### config.mk
export PLATFORM = sky130hd
export DESIGN_NAME = mcycle_sequencer_flat
export DESIGN_NICKNAME = d
export VERILOG_FILES = /design/src/rtl/mcycle_pkg.sv /design/src/rtl/mcycle_sequencer_if.sv /design/src/rtl/mcycle_decode.sv /design/src/rtl/mcycle_sequencer.sv /design/src/flat_wrapper.sv
export SDC_FILE = /design/constraint.sdc
export NUM_CORES = 1
export LEC_CHECK = 0
export ABC_AREA = 1
export CAP_MARGIN = 30
export CORE_MARGIN = 2
export CORE_UTILIZATION = 30
export DETAILED_ROUTE_END_ITERATION = 16
export MAX_ROUTING_LAYER = met4
export SYNTH_ARGS = -nofsm -noshare
export SYNTH_HDL_FRONTEND = slang
export SYNTH_HIERARCHICAL = 1
export SYNTH_SLANG_ARGS = --single-unit
### constraint.sdc
create_clock -name clk -period 4.81 [get_ports clk]
set_input_delay 0.962 -clock clk [delete_from_list [all_inputs] [get_ports clk]]
set_output_delay 0.962 -clock clk [all_outputs]
set_load 0.01 [all_outputs]
### src/rtl/mcycle_pkg.sv
// mcycle_pkg: shared definitions for the multi-cycle control sequencer.
//   - state_e        : sequencer state encoding (also exported on the debug port)
//   - instr_class_e  : instruction class produced by mcycle_decode
//   - opcode / func constants of the supported MIPS subset
//   - pc_src, reg_dst and reg_src mux codes
package mcycle_pkg;

   typedef enum logic [2:0] {
      StIdle   = 3'd0,
      StFetch  = 3'd1,
      StDecode = 3'd2,
      StExec   = 3'd3,
      StMem    = 3'd4,
      StWb     = 3'd5,
      StHalt   = 3'd7
   } state_e;

   typedef enum logic [3:0] {
      ClsAluR,
      ClsJr,
      ClsAluI,
      ClsLw,
      ClsSw,
      ClsBeq,
      ClsBne,
      ClsJ,
      ClsJal,
      ClsIllegal
   } instr_class_e;

   localparam logic [5:0] OpRtype = 6'h00;
   localparam logic [5:0] OpJ     = 6'h02;
   localparam logic [5:0] OpJal   = 6'h03;
   localparam logic [5:0] OpBeq   = 6'h04;
   localparam logic [5:0] OpBne   = 6'h05;
   localparam logic [5:0] OpAddi  = 6'h08;
   localparam logic [5:0] OpAddiu = 6'h09;
   localparam logic [5:0] OpSlti  = 6'h0A;
   localparam logic [5:0] OpAndi  = 6'h0C;
   localparam logic [5:0] OpOri   = 6'h0D;
   localparam logic [5:0] OpLui   = 6'h0F;
   localparam logic [5:0] OpLw    = 6'h23;
   localparam logic [5:0] OpSw    = 6'h2B;

   localparam logic [5:0] FuncJr  = 6'h08;

   localparam logic [1:0] PcSrcSeq    = 2'd0;  // PC + 4
   localparam logic [1:0] PcSrcBranch = 2'd1;
   localparam logic [1:0] PcSrcJump   = 2'd2;
   localparam logic [1:0] PcSrcRs     = 2'd3;

   localparam logic [1:0] RegDstRt = 2'd0;
   localparam logic [1:0] RegDstRd = 2'd1;
   localparam logic [1:0] RegDstRa = 2'd2;  // $31

   localparam logic [1:0] RegSrcAlu  = 2'd0;
   localparam logic [1:0] RegSrcMdr  = 2'd1;
   localparam logic [1:0] RegSrcLink = 2'd2;

endpackage

### src/rtl/mcycle_sequencer_if.sv
// mcycle_sequencer_if: shared memory port handshake between the sequencer and memory.
//   mem_req      : access request (sequencer -> memory)
//   mem_we       : write request, qualified by mem_req
//   mem_sel_data : address select, 0 = PC, 1 = ALU result
//   mem_ready    : memory accepted/returned this cycle (memory -> sequencer)
// Modports: master = sequencer side, slave = memory side.
interface mcycle_sequencer_if;

   logic mem_req;
   logic mem_we;
   logic mem_sel_data;
   logic mem_ready;

   modport master (
      output mem_req,
      output mem_we,
      output mem_sel_data,
      input  mem_ready
   );

   modport slave (
      input  mem_req,
      input  mem_we,
      input  mem_sel_data,
      output mem_ready
   );

endinterface

### src/rtl/mcycle_decode.sv
// mcycle_decode: combinational instruction classifier.
//   opcode  in  6  IR[31:26]
//   func    in  6  IR[5:0]
//   cls     out    instruction class
//   illegal out 1  opcode is not part of the supported subset
module mcycle_decode
   import mcycle_pkg::*;
(
   input  logic [5:0]   opcode,
   input  logic [5:0]   func,
   output instr_class_e cls,
   output logic         illegal
);

   always_comb begin
      cls = ClsIllegal;
      case (opcode)
         OpRtype: cls = (func == FuncJr) ? ClsJr : ClsAluR;
         OpAddi, OpAddiu, OpSlti, OpAndi, OpOri, OpLui: cls = ClsAluI;
         OpLw:    cls = ClsLw;
         OpSw:    cls = ClsSw;
         OpBeq:   cls = ClsBeq;
         OpBne:   cls = ClsBne;
         OpJ:     cls = ClsJ;
         OpJal:   cls = ClsJal;
         default: cls = ClsIllegal;
      endcase
      illegal = (cls == ClsIllegal);
   end

endmodule

### src/rtl/mcycle_sequencer.sv
// mcycle_sequencer: multi-cycle control sequencer for the MIPS-subset CPU.
// Steps each instruction through FETCH, DECODE, EXEC, MEM and WB, sharing one memory port
// between instruction fetch and data access.
// Ports:
//   clk, rst (synchronous, active-low)
//   run                : allow starting a new instruction
//   opcode, func, zero : IR fields and ALU zero flag
//   mem                : memory handshake (master side)
//   ir_we, mdr_we, pc_we, pc_src, reg_write, reg_dst, reg_src, alu_src : datapath controls
//   state              : current state (debug), illegal : sticky unsupported-opcode flag
// Build option MCYC_PERF_EN adds cycle_cnt and instret_cnt (32-bit, wrapping).
module mcycle_sequencer
   import mcycle_pkg::*;
(
   input  logic                       clk,
   input  logic                       rst,
   input  logic                       run,
   input  logic [5:0]                 opcode,
   input  logic [5:0]                 func,
   input  logic                       zero,
   mcycle_sequencer_if.master         mem,
   output logic                       ir_we,
   output logic                       mdr_we,
   output logic                       pc_we,
   output logic [1:0]                 pc_src,
   output logic                       reg_write,
   output logic [1:0]                 reg_dst,
   output logic [1:0]                 reg_src,
   output logic                       alu_src,
   output logic [2:0]                 state,
   output logic                       illegal
`ifdef MCYC_PERF_EN
   ,
   output logic [31:0]                cycle_cnt,
   output logic [31:0]                instret_cnt
`endif
);

   state_e       state_q, state_d;
   logic         illegal_q, illegal_d;
   state_e       next_st;
   instr_class_e cls;
   logic         dec_illegal;
   logic         req, req_we, req_sel_data;

   mcycle_decode u_decode (
      .opcode  (opcode),
      .func    (func),
      .cls     (cls),
      .illegal (dec_illegal)
   );

   // Destination after an instruction retires.
   assign next_st = run ? StFetch : StIdle;

   always_comb begin
      state_d      = state_q;
      illegal_d    = illegal_q;
      req          = 1'b0;
      req_we       = 1'b0;
      req_sel_data = 1'b0;
      ir_we        = 1'b0;
      mdr_we       = 1'b0;
      pc_we        = 1'b0;
      pc_src       = PcSrcSeq;
      reg_write    = 1'b0;
      reg_dst      = RegDstRt;
      reg_src      = RegSrcAlu;
      alu_src      = 1'b0;

      case (state_q)
         StIdle: begin
            if (run) state_d = StFetch;
         end
         StFetch: begin
            req = 1'b1;
            if (mem.mem_ready) begin
               ir_we   = 1'b1;
               state_d = StDecode;
            end
         end
         StDecode: begin
            if (dec_illegal) begin
               illegal_d = 1'b1;
               state_d   = StHalt;
            end else begin
               case (cls)
                  ClsJ: begin
                     pc_we   = 1'b1;
                     pc_src  = PcSrcJump;
                     state_d = next_st;
                  end
                  ClsJal: begin
                     pc_we     = 1'b1;
                     pc_src    = PcSrcJump;
                     reg_write = 1'b1;
                     reg_dst   = RegDstRa;
                     reg_src   = RegSrcLink;
                     state_d   = next_st;
                  end
                  ClsJr: begin
                     pc_we   = 1'b1;
                     pc_src  = PcSrcRs;
                     state_d = next_st;
                  end
                  default: state_d = StExec;
               endcase
            end
         end
         StExec: begin
            alu_src = (cls == ClsAluI) || (cls == ClsLw) || (cls == ClsSw);
            case (cls)
               ClsBeq: begin
                  pc_we   = 1'b1;
                  pc_src  = zero ? PcSrcBranch : PcSrcSeq;
                  state_d = next_st;
               end
               ClsBne: begin
                  pc_we   = 1'b1;
                  pc_src  = zero ? PcSrcSeq : PcSrcBranch;
                  state_d = next_st;
               end
               ClsLw, ClsSw:     state_d = StMem;
               ClsAluR, ClsAluI: state_d = StWb;
               default:          state_d = next_st;
            endcase
         end
         StMem: begin
            req          = 1'b1;
            req_sel_data = 1'b1;
            req_we       = (cls == ClsSw);
            alu_src      = 1'b1;
            if (mem.mem_ready) begin
               if (cls == ClsSw) begin
                  pc_we   = 1'b1;
                  state_d = next_st;
               end else if (cls == ClsLw) begin
                  mdr_we  = 1'b1;
                  state_d = StWb;
               end
            end
         end
         StWb: begin
            reg_write = 1'b1;
            pc_we     = 1'b1;
            case (cls)
               ClsAluR: reg_dst = RegDstRd;
               ClsLw:   reg_src = RegSrcMdr;
               default: reg_dst = RegDstRt;
            endcase
            state_d = next_st;
         end
         StHalt: begin
            state_d = StHalt;
         end
         default: state_d = StIdle;
      endcase
   end

   always_ff @(posedge clk) begin
      if (!rst) begin
         state_q   <= StIdle;
         illegal_q <= 1'b0;
      end else begin
         state_q   <= state_d;
         illegal_q <= illegal_d;
      end
   end

   assign mem.mem_req      = req;
   assign mem.mem_we       = req_we;
   assign mem.mem_sel_data = req_sel_data;
   assign state            = state_q;
   assign illegal          = illegal_q;

`ifdef MCYC_PERF_EN
   logic [31:0] cycle_cnt_q, instret_cnt_q;

   always_ff @(posedge clk) begin
      if (!rst) begin
         cycle_cnt_q   <= 32'd0;
         instret_cnt_q <= 32'd0;
      end else begin
         if (state_q != StIdle && state_q != StHalt) cycle_cnt_q <= cycle_cnt_q + 32'd1;
         if (pc_we) instret_cnt_q <= instret_cnt_q + 32'd1;
      end
   end

   assign cycle_cnt   = cycle_cnt_q;
   assign instret_cnt = instret_cnt_q;
`endif

endmodule

### src/flat_wrapper.sv
// flat-port wrapper written by rule: the top's interface ports become plain ports
module mcycle_sequencer_flat import mcycle_pkg::*;
  (clk, rst, run, opcode, func, zero, ir_we, mdr_we, pc_we, pc_src, reg_write, reg_dst, reg_src, alu_src, state, illegal, mem_mem_req, mem_mem_we, mem_mem_sel_data, mem_mem_ready);
  mcycle_sequencer_if mem_i ();
  input  logic clk;
  input  logic rst;
  input  logic run;
  input  logic [5:0] opcode;
  input  logic [5:0] func;
  input  logic zero;
  output logic ir_we;
  output logic mdr_we;
  output logic pc_we;
  output logic [1:0] pc_src;
  output logic reg_write;
  output logic [1:0] reg_dst;
  output logic [1:0] reg_src;
  output logic alu_src;
  output logic [2:0] state;
  output logic illegal;
  output wire logic [$bits(mem_i.mem_req)-1:0] mem_mem_req;
  output wire logic [$bits(mem_i.mem_we)-1:0] mem_mem_we;
  output wire logic [$bits(mem_i.mem_sel_data)-1:0] mem_mem_sel_data;
  input wire logic [$bits(mem_i.mem_ready)-1:0] mem_mem_ready;
  assign mem_mem_req = mem_i.mem_req;
  assign mem_mem_we = mem_i.mem_we;
  assign mem_mem_sel_data = mem_i.mem_sel_data;
  assign mem_i.mem_ready = mem_mem_ready;
  mcycle_sequencer u_core (.clk(clk), .rst(rst), .run(run), .opcode(opcode), .func(func), .zero(zero), .mem(mem_i), .ir_we(ir_we), .mdr_we(mdr_we), .pc_we(pc_we), .pc_src(pc_src), .reg_write(reg_write), .reg_dst(reg_dst), .reg_src(reg_src), .alu_src(alu_src), .state(state), .illegal(illegal));
endmodule
==> results.py <==
metrics = {
    "min_path": {
        "worst_hold_path_type": "flip-flop to flip-flop",
        "holdPathStages": 2,
    },
    "floorplan": {
        "die_width_um": 54.6,
        "initial_core_util": 0.313,
        "chipHeight_um": 54.6,
        "rows": 18,
        "core_area_um2": 2450,
        "io_pins": 35,
        "die_area_um2": 2980,
    },
    "layout": {
        "flow.area_growth_from_synthesis_pct": 51.1,
        "design.final.nets": 202,
        "post-route-util": 0.473,
        "diodes": 0,
        "layout-drive-gt1-share": 0.159,
    },
    "critical_path": {
        "critPathArrivalTime_ns": 3.39,
        "cp_data_required_time_ns": 3.85,
        "end_kind": "output port",
        "slowest_delay_ns": 0.55,
        "worst-path-max-fanout": 5,
        "critical_path.slowest_cell": "clkdlybuf4s50_1",
        "criticalPathCategory": "input port to output port",
        "worst-r2r-cell-count": 6,
        "timing.critical_path.from_type": "input port",
        "crit_path_cells": "clkdlybuf4s50_1 > inv_2 > nor2_1 > nand2_1 > nand3_1 > nand2_1 > inv_2 > nand3_1 > nor2_1 > nand2_2 > nor2_1 > a21oi_1 > a31oi_1 > clkdlybuf4s50_1",
        "critPathMostFrequentCell": "nor2_1",
    },
    "synthesis": {
        "syn_nets": 164,
        "synth.most_common_cell": "nand2_1",
        "ys_top_cells_by_count": "nand2_1, nand3_1, nor2_1",
        "total_standard_cell_area_after_synthesis_um2": 768,
        "synthDistinctLibCells": 24,
        "synth_fa_ha_area_frac": 0.0163,
        "yosys.area_share.xor_xnor": 0,
        "synthMuxAreaShare": 0,
        "postSynthRegisterBits": 4,
        "synthSimpleGateAreaFrac": 0.634,
        "synth_top_cell_by_area": "nand2_1",
        "synthCells": 146,
        "synth_largest_type_area_fraction": 0.176,
        "yosys_most_used_dff": "dfxtp_1",
        "synth_async_sr_flop_share": 0,
        "synth-edff-count": 0,
        "synth_compound_gate_area_share": 0.0700,
        "average_instance_area_after_synthesis_um2": 5.26,
        "yosysWarnings": 6,
        "post_synth_main_area_contributors": "nand2_1, nand3_1, dfxtp_1, nor2_1, inv_1",
        "synth_top_family_by_area": "simple AND/OR/NAND/NOR gates",
        "ys_seq_area_frac": 0.104,
    },
    "sta": {
        "setup_slack_ns": 0.455,
        "min_period_ns": 4.36,
        "worst_slew_pin_slew_ns": 0.367,
        "timing.final.crit_share": 0.905,
        "grt_setup_unrepaired": "no",
        "clock.fmax_ghz": 0.230,
        "clock_skew_ns": 0.0000853,
        "timing_max_transition_violations_final": 0,
        "slew_headroom": 0.754,
        "setup_total_negative_slack_ns": 0,
        "fin_hold_ws_ns": 0.453,
        "report.final.setup_viol": 0,
        "hold_violations": 0,
    },
    "drt": {
        "post_drt_via_cell_ratio": 4.63,
        "drtIter0Drc": 21,
        "antenna_left": 0,
        "routed_wire_length_per_instance_um": 9.51,
        "route.vias.total": 982,
        "drt_pass1_iterations": 4,
        "routed_wirelength_mm": 2.02,
        "drc": 0,
    },
    "cts": {
        "cts_sinks": 4,
        "cts.path.max_buffers": 2,
        "clkLatencyLatePin_ns": 0.23,
        "cts-htree-levels": 1,
        "post_cts.resized_instances": 0,
        "path_clk_slew_ns": 0.04,
        "cts_buffers": 3,
        "postCtsSetupBuffers": 0,
        "cts-hold-fix-buffers": 0,
        "tritoncts": "built",
        "clk_root_buffer_cell": "clkbuf_4",
    },
    "placed_design": {
        "place.detailed.hpwl_mm": 1.72,
        "post-place-ws_ns": 0.463,
        "globalplace.congestion": 0.862,
        "port_buffers": 34,
    },
    "power_and_ir_drop": {
        "power.density_nw_per_um2": 244,
        "ir_drop_v": 0.000220,
        "overall_power_uw": 283,
        "leakagePower_uw": 0.000547,
    },
    "global_routing": {
        "global_route.usage.total": 0.147,
        "antenna_found_initial": 0,
        "grt_first_pass_wirelength_mm": 3.26,
        "globalRouteOverflowTotal": 0,
        "pin_count_of_the_biggest_net_entering_global_routing": 8,
        "number_of_global_route_vias_before_repair": 821,
    },
    "run_status": {
        "outcome": "completed",
    },
    "run": {
        "drv_cap": 0,
    },
}
[cell usage in the layout, fill, tap and decap left out]
cell | synthesis | final
nand3_1 | 23 | 23
nor2_2 | 4 | 4
nor2_1 | 19 | 19
clkinv_2 | 1 | 1
nor3_2 | 1 | 1
bufinv_8 | 1 | 1
nor3_1 | 3 | 3
clkinv_1 | 1 | 1
nand2_2 | 3 | 3
o21ai_0 | 2 | 2
inv_1 | 18 | 18
a21oi_1 | 5 | 5
and2_4 | 1 | 1
inv_2 | 9 | 9
nand4_1 | 4 | 4
a21boi_0 | 1 | 1
clkbuf_4 | 0 | 3
ha_1 | 1 | 1
nor2_4 | 2 | 2
a31oi_1 | 1 | 1
o21ai_1 | 1 | 1
dfxtp_1 | 4 | 4
nand3_2 | 4 | 4
clkdlybuf4s50_1 | 0 | 34
nand2_1 | 36 | 36
[registers in the layout, indices dropped and copies added, names as in the netlist]
name            flops
u_core/illegal      1
u_core/state        3
[cell type report]
type / count / area [um2]
well taps: 30 / 37.5
clock buffers: 3 / 22.5
repair buffers: 34 / 340
flip-flops and latches: 4 / 80.1
inverters: 30 / 128
fillers: 266 / 1290
multi-input cells: 111 / 553
[power breakdown]
part / internal [uW] / switching, uW
Sequential: 42.5 / 13.0
Combinational: 90.5 / 96.2
Clock: 27.9 / 12.8
[final timing paths]
kind                                         to             from  slack, ns
worst min register to register   u_core/illegal   u_core/illegal       0.45
worst max register to register  u_core/state[0]  u_core/state[1]       3.45
worst min-delay path             u_core/illegal   u_core/illegal       0.45
worst max-delay path                      pc_we        opcode[1]       0.45
[layer usage]
layer  GRT usage  part of all wire  vias up
met3     0.00820             0.050        0
met1       0.200              0.49      419
met2       0.242              0.46       30
li1            -                 -      533
met5           -                 0        -
met4      0.0250                 0        0
[per-stage QoR]
stage	cells	cell area, um2
floorplan	146	768
global placement	209	1140
detailed placement	209	1140
CTS	212	1160
global route	212	1160
finish	212	1160
[kinds of logic (layout without fill, tap and decap cells)]
logic type                 after synthesis  in the layout
AOI/OAI and AO/OA                       10             10
adders and majority gates                1              1
buffers and inverters                   31             67
DFF                                      4              4
and+or+nand+nor                        100            100
[worst max-delay path, delay by kind of cell]
| family | cells | cell delay (ns) |
|---|---|---|
| AOI/OAI and AO/OA | 2 | 0.22 |
| buffers and inverters | 4 | 1.17 |
| and+or+nand+nor | 8 | 1.03 |
Power figures use the tool's default switching activity.
